## config.mk

```make
export PLATFORM = sky130hd
export DESIGN_NAME = tl_video_bus_arbiter
export DESIGN_NICKNAME = d
export VERILOG_FILES = /design/src/rtl/tl_video_bus_arbiter.sv
export SDC_FILE = /design/constraint.sdc
export NUM_CORES = 1
export LEC_CHECK = 0
export CAP_MARGIN = 40
export CORE_AREA = 2 2 228 230
export CTS_CLUSTER_DIAMETER = 40
export CTS_CLUSTER_SIZE = 12
export DETAILED_ROUTE_END_ITERATION = 10
export DIE_AREA = 0 0 230 232
export HOLD_SLACK_MARGIN = 0.05
export PLACE_DENSITY_LB_ADDON = 0.05
export SLEW_MARGIN = 15
export SYNTH_ARGS = -nofsm -noshare
export SYNTH_HDL_FRONTEND = slang
export SYNTH_SLANG_ARGS = --single-unit
```

## constraint.sdc

```tcl
create_clock -name clk -period 2.77 [get_ports clk]
set_input_delay 0.554 -clock clk [delete_from_list [all_inputs] [get_ports clk]]
set_output_delay 0.554 -clock clk [all_outputs]
set_load 0.03 [all_outputs]
```

## src/rtl/tl_video_bus_arbiter.sv

```systemverilog
// tl_video_bus_arbiter: 2:1 TileLink-UL arbiter sharing one memory A/D port.
// Master 0 (video scan-out) has fixed priority, bounded by a starvation limit
// that guarantees master 1 service. Multi-beat Puts lock the grant, and D beats
// are routed back by the MSB of the slave-side source ID.
//
//   state | meaning
//   ------+---------------------------------------------------------------
//   FREE  | owner chosen combinationally each cycle
//   HOLD  | request stalled by the slave; owner frozen until it is accepted
//   BURST | multi-beat Put in flight; owner locked until the last beat
module tl_video_bus_arbiter #(
  parameter int ADDRESS_WIDTH = 32,
  parameter int SOURCE_WIDTH  = 2,
  parameter int STARVE_LIMIT  = 8
) (
  input  logic                     clk,
  input  logic                     reset,

  input  logic                     m0_a_valid,
  output logic                     m0_a_ready,
  input  logic [2:0]               m0_a_opcode,
  input  logic [2:0]               m0_a_param,
  input  logic [2:0]               m0_a_size,
  input  logic [SOURCE_WIDTH-1:0]  m0_a_source,
  input  logic [ADDRESS_WIDTH-1:0] m0_a_address,
  input  logic [7:0]               m0_a_mask,
  input  logic [63:0]              m0_a_data,
  output logic                     m0_d_valid,
  input  logic                     m0_d_ready,
  output logic [2:0]               m0_d_opcode,
  output logic [2:0]               m0_d_param,
  output logic [2:0]               m0_d_size,
  output logic [SOURCE_WIDTH-1:0]  m0_d_source,
  output logic                     m0_d_denied,
  output logic [63:0]              m0_d_data,
  output logic                     m0_d_corrupt,

  input  logic                     m1_a_valid,
  output logic                     m1_a_ready,
  input  logic [2:0]               m1_a_opcode,
  input  logic [2:0]               m1_a_param,
  input  logic [2:0]               m1_a_size,
  input  logic [SOURCE_WIDTH-1:0]  m1_a_source,
  input  logic [ADDRESS_WIDTH-1:0] m1_a_address,
  input  logic [7:0]               m1_a_mask,
  input  logic [63:0]              m1_a_data,
  output logic                     m1_d_valid,
  input  logic                     m1_d_ready,
  output logic [2:0]               m1_d_opcode,
  output logic [2:0]               m1_d_param,
  output logic [2:0]               m1_d_size,
  output logic [SOURCE_WIDTH-1:0]  m1_d_source,
  output logic                     m1_d_denied,
  output logic [63:0]              m1_d_data,
  output logic                     m1_d_corrupt,

  output logic                     s_a_valid,
  input  logic                     s_a_ready,
  output logic [2:0]               s_a_opcode,
  output logic [2:0]               s_a_param,
  output logic [2:0]               s_a_size,
  output logic [SOURCE_WIDTH:0]    s_a_source,
  output logic [ADDRESS_WIDTH-1:0] s_a_address,
  output logic [7:0]               s_a_mask,
  output logic [63:0]              s_a_data,
  input  logic                     s_d_valid,
  output logic                     s_d_ready,
  input  logic [2:0]               s_d_opcode,
  input  logic [2:0]               s_d_param,
  input  logic [2:0]               s_d_size,
  input  logic [SOURCE_WIDTH:0]    s_d_source,
  input  logic                     s_d_denied,
  input  logic [63:0]              s_d_data,
  input  logic                     s_d_corrupt
);

  typedef enum logic [1:0] {FREE = 2'd0, HOLD = 2'd1, BURST = 2'd2} state_t;

  localparam logic [7:0] STARVE_MAX = 8'(STARVE_LIMIT);

  state_t     state_q, state_d;
  logic       owner_q, owner;
  logic [2:0] beats_q, beats_d;
  logic [7:0] starve_q, starve_d;

  logic       a_fire;
  logic       first_fire;
  logic       a_multi;
  logic [2:0] size_eff;
  logic [3:0] span;
  logic [2:0] first_beats;

  // State register: owner, lock/hold state, remaining beats and starvation count
  always_ff @(posedge clk or negedge reset) begin
    if (!reset) begin
      state_q  <= FREE;
      owner_q  <= 1'b0;
      beats_q  <= 3'd0;
      starve_q <= 8'd0;
    end else begin
      state_q  <= state_d;
      owner_q  <= owner;
      beats_q  <= beats_d;
      starve_q <= starve_d;
    end
  end

  // Grant select: free arbitration only in FREE, otherwise the owner is frozen
  always_comb begin
    owner = owner_q;
    if (state_q == FREE) begin
      if (m0_a_valid && !m1_a_valid)      owner = 1'b0;
      else if (!m0_a_valid && m1_a_valid) owner = 1'b1;
      else if (m0_a_valid && m1_a_valid)  owner = (starve_q == STARVE_MAX);
    end
  end

  // Burst decode on the presented beat; sizes above 64 bytes clamp to 8 beats
  always_comb begin
    a_fire      = s_a_valid && s_a_ready;
    first_fire  = a_fire && (state_q != BURST);
    a_multi     = ((s_a_opcode == 3'd0) || (s_a_opcode == 3'd1)) && (s_a_size > 3'd3);
    size_eff    = (s_a_size > 3'd6) ? 3'd6 : s_a_size;
    span        = 4'd1 << (size_eff - 3'd3);
    first_beats = 3'(span - 4'd1);
  end

  // Next-state: stall hold, burst lock/countdown and starvation bookkeeping
  always_comb begin
    state_d  = state_q;
    beats_d  = beats_q;
    starve_d = starve_q;
    case (state_q)
      FREE, HOLD: begin
        if (a_fire) begin
          if (a_multi) begin
            state_d = BURST;
            beats_d = first_beats;
          end else begin
            state_d = FREE;
          end
        end else if (s_a_valid) begin
          state_d = HOLD;
        end
      end
      BURST: begin
        if (a_fire) begin
          beats_d = beats_q - 3'd1;
          if (beats_q == 3'd1) state_d = FREE;
        end
      end
      default: state_d = FREE;
    endcase

    if (!m1_a_valid)                                    starve_d = 8'd0;
    else if (first_fire && owner)                       starve_d = 8'd0;
    else if (first_fire && !owner && starve_q != STARVE_MAX) starve_d = starve_q + 8'd1;
  end

  // Outputs: zero-latency A mux to the owner, D demux by source MSB
  always_comb begin
    s_a_valid   = owner ? m1_a_valid   : m0_a_valid;
    s_a_opcode  = owner ? m1_a_opcode  : m0_a_opcode;
    s_a_param   = owner ? m1_a_param   : m0_a_param;
    s_a_size    = owner ? m1_a_size    : m0_a_size;
    s_a_source  = {owner, owner ? m1_a_source : m0_a_source};
    s_a_address = owner ? m1_a_address : m0_a_address;
    s_a_mask    = owner ? m1_a_mask    : m0_a_mask;
    s_a_data    = owner ? m1_a_data    : m0_a_data;
    m0_a_ready  = s_a_ready && !owner;
    m1_a_ready  = s_a_ready &&  owner;

    m0_d_valid  = s_d_valid && !s_d_source[SOURCE_WIDTH];
    m1_d_valid  = s_d_valid &&  s_d_source[SOURCE_WIDTH];
    s_d_ready   = s_d_source[SOURCE_WIDTH] ? m1_d_ready : m0_d_ready;

    m0_d_opcode  = s_d_opcode;
    m0_d_param   = s_d_param;
    m0_d_size    = s_d_size;
    m0_d_source  = s_d_source[SOURCE_WIDTH-1:0];
    m0_d_denied  = s_d_denied;
    m0_d_data    = s_d_data;
    m0_d_corrupt = s_d_corrupt;
    m1_d_opcode  = s_d_opcode;
    m1_d_param   = s_d_param;
    m1_d_size    = s_d_size;
    m1_d_source  = s_d_source[SOURCE_WIDTH-1:0];
    m1_d_denied  = s_d_denied;
    m1_d_data    = s_d_data;
    m1_d_corrupt = s_d_corrupt;
  end

endmodule
```

# Word-level counts from Yosys, hierarchy flattened

Index checks and enable logic that the tools add are counted.

Flip-flop bits (word level): 14
Input port bits: 316
Logic and storage cells: 75

$add $sub $neg: 4
Order comparisons: 2
Equality and inequality tests: 13
Shift operators: 1
Mux-type cells: 27
Reductions and logical operators: 24

Operator list:

| cell                                                                     | number |
|---|---|
| 64-bit 2-to-1 mux                                                        | 1 |
| 32-bit 2-to-1 mux                                                        | 1 |
| 8-bit 2-to-1 mux                                                         | 4 |
| 3-bit 2-to-1 mux                                                         | 7 |
| 1-bit logical AND                                                        | 13 |
| 2-bit 2-to-1 mux                                                         | 6 |
| 2-bit inequality test (second input constant)                            | 5 |
| 8-bit by 1-bit adder with 8-bit output (second input constant)           | 1 |
| 8-bit by 4-bit == test with 1-bit output (second input constant)         | 1 |
| 8-bit by 4-bit inequality test with 1-bit output (second input constant) | 1 |
| 3-bit by 1-bit == test with 1-bit output (second input constant)         | 2 |
| 1-bit 2-to-1 mux                                                         | 6 |
| 3-bit case mux with 2 select lines                                       | 1 |
| 3-bit by 1-bit subtractor with 3-bit output (second input constant)      | 2 |
| 1-bit zero test                                                          | 4 |
| 2-bit case mux with 2 select lines                                       | 1 |
| 4-bit AND reduction                                                      | 1 |
| 3-bit by 2-bit > comparator with 1-bit output (second input constant)    | 1 |
| 3-bit > comparator (second input constant)                               | 1 |
| 3-bit zero test                                                          | 1 |
| 3-bit by 1-bit inequality test with 1-bit output (second input constant) | 1 |
| 3-bit inequality test (second input constant)                            | 1 |
| 3-bit AND reduction                                                      | 1 |
| 1-bit by 3-bit left shift with 3-bit output (first input constant)       | 1 |
| 7 further kinds                                                          | 7 |

# Depth between registers and ports, before layout

Depth after elaboration: 14
Depth in mapped cells: 13
Depth with buffers taken out: 11

# Worst setup path after synthesis

OpenSTA, ideal clock, no wires.

Path type: reg-to-output
From: register starve_q[0]
To: output s_a_size[1]
Arrival time: 2,452 ps
Data required time: 2,216 ps
Setup slack: -236 ps
Stages on the path, launching flop included: 9
Path buffers: 2
Cell sequence: dfrtp_1 -> inv_1 -> ha_1 -> nor4b_4 -> a2111oi_4 -> nor2_1 -> buf_2 -> buf_2 -> o21ai_0

Longest elaborated chain between the ends: 6

RTL lines:

| item                                     | RTL line | text |
|---|---|---|
| start: declaration                       | 84       | `logic [7:0] starve_q, starve_d;` |
| start signal: assignment                 | 104      | `starve_q <= starve_d;` |
| 8-bit by 4-bit == test with 1-bit output | 114      | `else if (m0_a_valid && m1_a_valid) owner = (starve_q == STARVE_MAX);` |
| 1-bit 2-to-1 mux                         | 114      |  |
| 1-bit 2-to-1 mux                         | 113      | `else if (!m0_a_valid && m1_a_valid) owner = 1'b1;` |
| 1-bit 2-to-1 mux                         | 112      | `if (m0_a_valid && !m1_a_valid) owner = 1'b0;` |
| 1-bit 2-to-1 mux                         | 111      | `if (state_q == FREE) begin` |
| via owner                                | 82       | `logic owner_q, owner;` |
| 3-bit 2-to-1 mux                         | 165      | `s_a_size = owner ? m1_a_size : m0_a_size;` |
| end: declaration                         | 61       | `output logic [2:0] s_a_size,` |

The timed path passes the listed nets, and every way through them passes these cells.

# Worst setup path in the final report

From: register starve_q[0]
To: output s_a_size[0]

Longest elaborated chain between the ends: 6

RTL lines:

| item                                     | RTL line |
|---|---|
| 8-bit by 4-bit == test with 1-bit output | 114 |
| 1-bit 2-to-1 mux                         | 114 |
| 1-bit 2-to-1 mux                         | 113 |
| 1-bit 2-to-1 mux                         | 112 |
| 1-bit 2-to-1 mux                         | 111 |
| 3-bit 2-to-1 mux                         | 165 |

No other way between the ends.

==> impl_metrics.json <==
{
  "synth.top_cell.area_share": 0.318,
  "worst_clock_skew_ns": 0.00635,
  "insertion_delay_ns": 0.25,
  "global_route_usage_over_all_layers": 0.0957,
  "postSynthRegisterBits": 14,
  "synth.top_cells.by_area": "buf_4 (32%), mux2_2 (25%), mux2_1 (10%)",
  "leakage_nw": 3.18,
  "hpwl_mm": 25.0,
  "hp-class": "reg2reg",
  "place.gp.congestion": 0.759,
  "tritoncts_clock_tree": "yes",
  "maxSlewHeadroom": 0.712,
  "synthDominantAreaCellType": "buf_4",
  "mostFrequentLayoutCell": "clkdlybuf4s50_1",
  "cts_hold_buffers": 0,
  "max_slew.worst_pin.slew_ns": 0.430,
  "critPathArrivalTime_ns": 2.43,
  "drt_iter0_markers": 109,
  "reg2reg_depth": 13,
  "synth_enable_flop_cells": 0,
  "required_time_of_the_critical_path_ns": 2.22,
  "postSynth.asyncResetShare": 1.00,
  "post-route-min-period_ns": 2.99,
  "totalPowerFinal_mw": 8.43,
  "syn_nets": 736,
  "clockBufferDepth": 2,
  "ys_seq_area_frac": 0.0956,
  "rows": 83,
  "maximum_vdd_drop_uv": 437,
  "report.final.hold_viol_count": 0,
  "core_region_area_sq_mm": 0.0509,
  "cts_root_buffer": "clkbuf_16",
  "path_max_fanout": 5,
  "starting_density_of_the_core": 0.0720,
  "io_pins": 592,
  "worst_setup_slack_post_dpl_ns": -0.715,
  "die_area_sq_mm": 0.0534,
  "grt-ovfl-total": 0,
  "wire_length_of_the_first_global_routing_pass_mm": 35.5,
  "netlist_instances": 415,
  "number_of_library_cell_types_mapped_by_synthesis": 45,
  "via_count": 4011,
  "criticalPathCategory": "reg2out",
  "final-setup-viol-count": 116,
  "worstSetupEndpointType": "output port",
  "grt_pass1_vias": 4477,
  "postRouteWirelength_mm": 27.4,
  "tritoncts.num_buffers": 3,
  "final_layout_size_suffix_gt1_frac": 0.458,
  "wire_per_inst_um": 20.2,
  "crit_path_largest_cell_delay_ns": 0.38,
  "htreeDepth": 1,
  "area_growth_syn_to_layout_pct": 114,
  "most_used_cells_in_the_layout_excluding_fill_and_tap_cells": "clkdlybuf4s50_1 (239), buf_4 (106), mux2_2 (56)",
  "detail-route-antenna-nets": 0,
  "synth_warnings": 0,
  "maxCapViolations": 0,
  "fillCellCount": 5805,
  "initial_antenna_violation_count": 21,
  "crit_path_cell_trace": "inv_2 -> ha_4 -> nor4b_4 -> a2111oi_4 -> nor2_4 -> buf_12 -> buf_12 -> buf_6 -> mux2_4 -> buf_6 -> buf_8",
  "dieHeight_um": 232,
  "floorplan.die.width_um": 230,
  "detail_route.first_pass.iterations": 4,
  "fin_ws_ns": -0.217,
  "clock-sinks": 14,
  "period_share": 1.08,
  "input_output_buffers": 360,
  "rsz0062_at_grt": "true",
  "cell_with_the_largest_stage_delay_on_the_worst_path": "dfrtp_1",
  "routed_via_density": 2.96,
  "mappedNetlistArea_sq_mm": 0.00366,
  "reg_clk_slew_reported_paths_ns": 0.06,
  "slew_viol_final": 0,
  "timing.fmax_ghz": 0.335,
  "startpoint_type": "flop",
  "finish.net_count": 990,
  "status": "complete, but fails checks",
  "synthFlopType": "dfrtp_1",
  "worst_hold_path.num_cells": 2,
  "grt_start_max_net_pins": 24,
  "cellPowerDensity_mw_per_mm2": 1080,
  "violations_in_the_final_reports": "setup timing",
  "route.detailed.drc": 0,
  "syn_avg_cell_area_sq_um": 8.83
}
area by class of cell:
class / count / area, sq um / share of cell area
diodes: 7 / 17.5 / 0.00224
clock buffers: 4 / 88.8 / 0.0113
inverters: 9 / 33.8 / 0.00431
multi-input cells: 223 / 2280 / 0.291
flip-flops and latches: 14 / 350 / 0.0447
well taps: 680 / 851 / 0.109
repair buffers: 418 / 4210 / 0.538
metal layers:
layer  vias to the layer above  part of all wire  track usage
met1                      1819              0.30       0.0809
met4                        30             0.023       0.0194
li1                       1817                 -            -
met3                        48              0.16       0.0747
met2                       297              0.52        0.175
met5                         -            0.0080      0.00827
stage by stage:
step | util | hold slack, ns | instances | instance area [sq um] | TNS, ns
after floorplan | - | 0.258 | 415 | 3670 | 0
after global placement | 0.137 | 0.559 | 1325 | 6980 | -60.61
after detailed placement | 0.137 | 0.561 | 1326 | 6990 | -62.77
after CTS | 0.148 | 0.596 | 1341 | 7550 | -25.73
after global routing | 0.154 | 0.629 | 1348 | 7820 | -29.04
final | 0.154 | 0.586 | 1355 | 7840 | -17.89
flip-flops by register name (all words and copies together), names as in the netlist:
name	flops
state_q	2
owner_q	1
beats_q	3
starve_q	8
power breakdown:
group          internal (mW)  total, mW  switching (mW)
logic                   3.88       7.80            3.92
clock network          0.220      0.321           0.101
registers              0.255      0.307          0.0527
path summary, 6_finish.rpt:
check	start	slack (ns)	end
setup / recovery	starve_q[0]$_DFFE_PN0P_	-0.22	s_a_size[0]
min in group asynchronous	reset	0.61	starve_q[3]$_DFFE_PN0P_
max in group asynchronous	reset	1.74	beats_q[2]$_DFFE_PN0P_
setup reg to reg	starve_q[0]$_DFFE_PN0P_	-0.02	beats_q[1]$_DFFE_PN0P_
hold reg to reg	beats_q[0]$_DFFE_PN0P_	0.59	beats_q[0]$_DFFE_PN0P_
hold / removal	beats_q[0]$_DFFE_PN0P_	0.59	beats_q[0]$_DFFE_PN0P_
logic make-up (layout without fill, tap and decap cells):
logic type	count (synthesis)	count (layout)	synth area share
buf+inv	178	431	0.346
flops	14	14	0.0956
fa+ha+maj	5	5	0.0171
other cells	0	7	0
mux	120	120	0.369
compound gates	37	37	0.0782
simple gates	61	61	0.0946
what timing repair did:
action	in CTS	in global routing
cloned	2	1
gates resized for setup	158	57
pin swaps	6	5
setup endpoints to repair	120	119
buffers inserted	10	6
critical path: cells and delay by family, from the launching register on:
family | cells | cell delay, ns
buffers and inverters | 6 | 0.71
AO/OA/AOI/OAI | 1 | 0.15
flip-flops | 1 | 0.38
AND/OR/NAND/NOR | 2 | 0.50
multiplexers | 1 | 0.29
adder cells (fa/ha/maj) | 1 | 0.13
cells in the mapped netlist, types with 2 or more instances:
library cell	instances
ha_1	5
mux2_1	34
buf_2	13
nand2_1	11
nand3_1	12
o21bai_1	2
mux2_2	82
and2_1	2
a21oi_1	3
o21ai_0	15
inv_1	8
mux2i_1	3
dfrtp_1	14
nor3_1	3
o31ai_1	4
buf_4	155
and3_2	2
nor2_1	12
nor4b_1	2
and3_1	5
o2111ai_1	2
nor2b_1	2
nor3b_1	2
No activity file was read; power rests on OpenSTA's default activity.
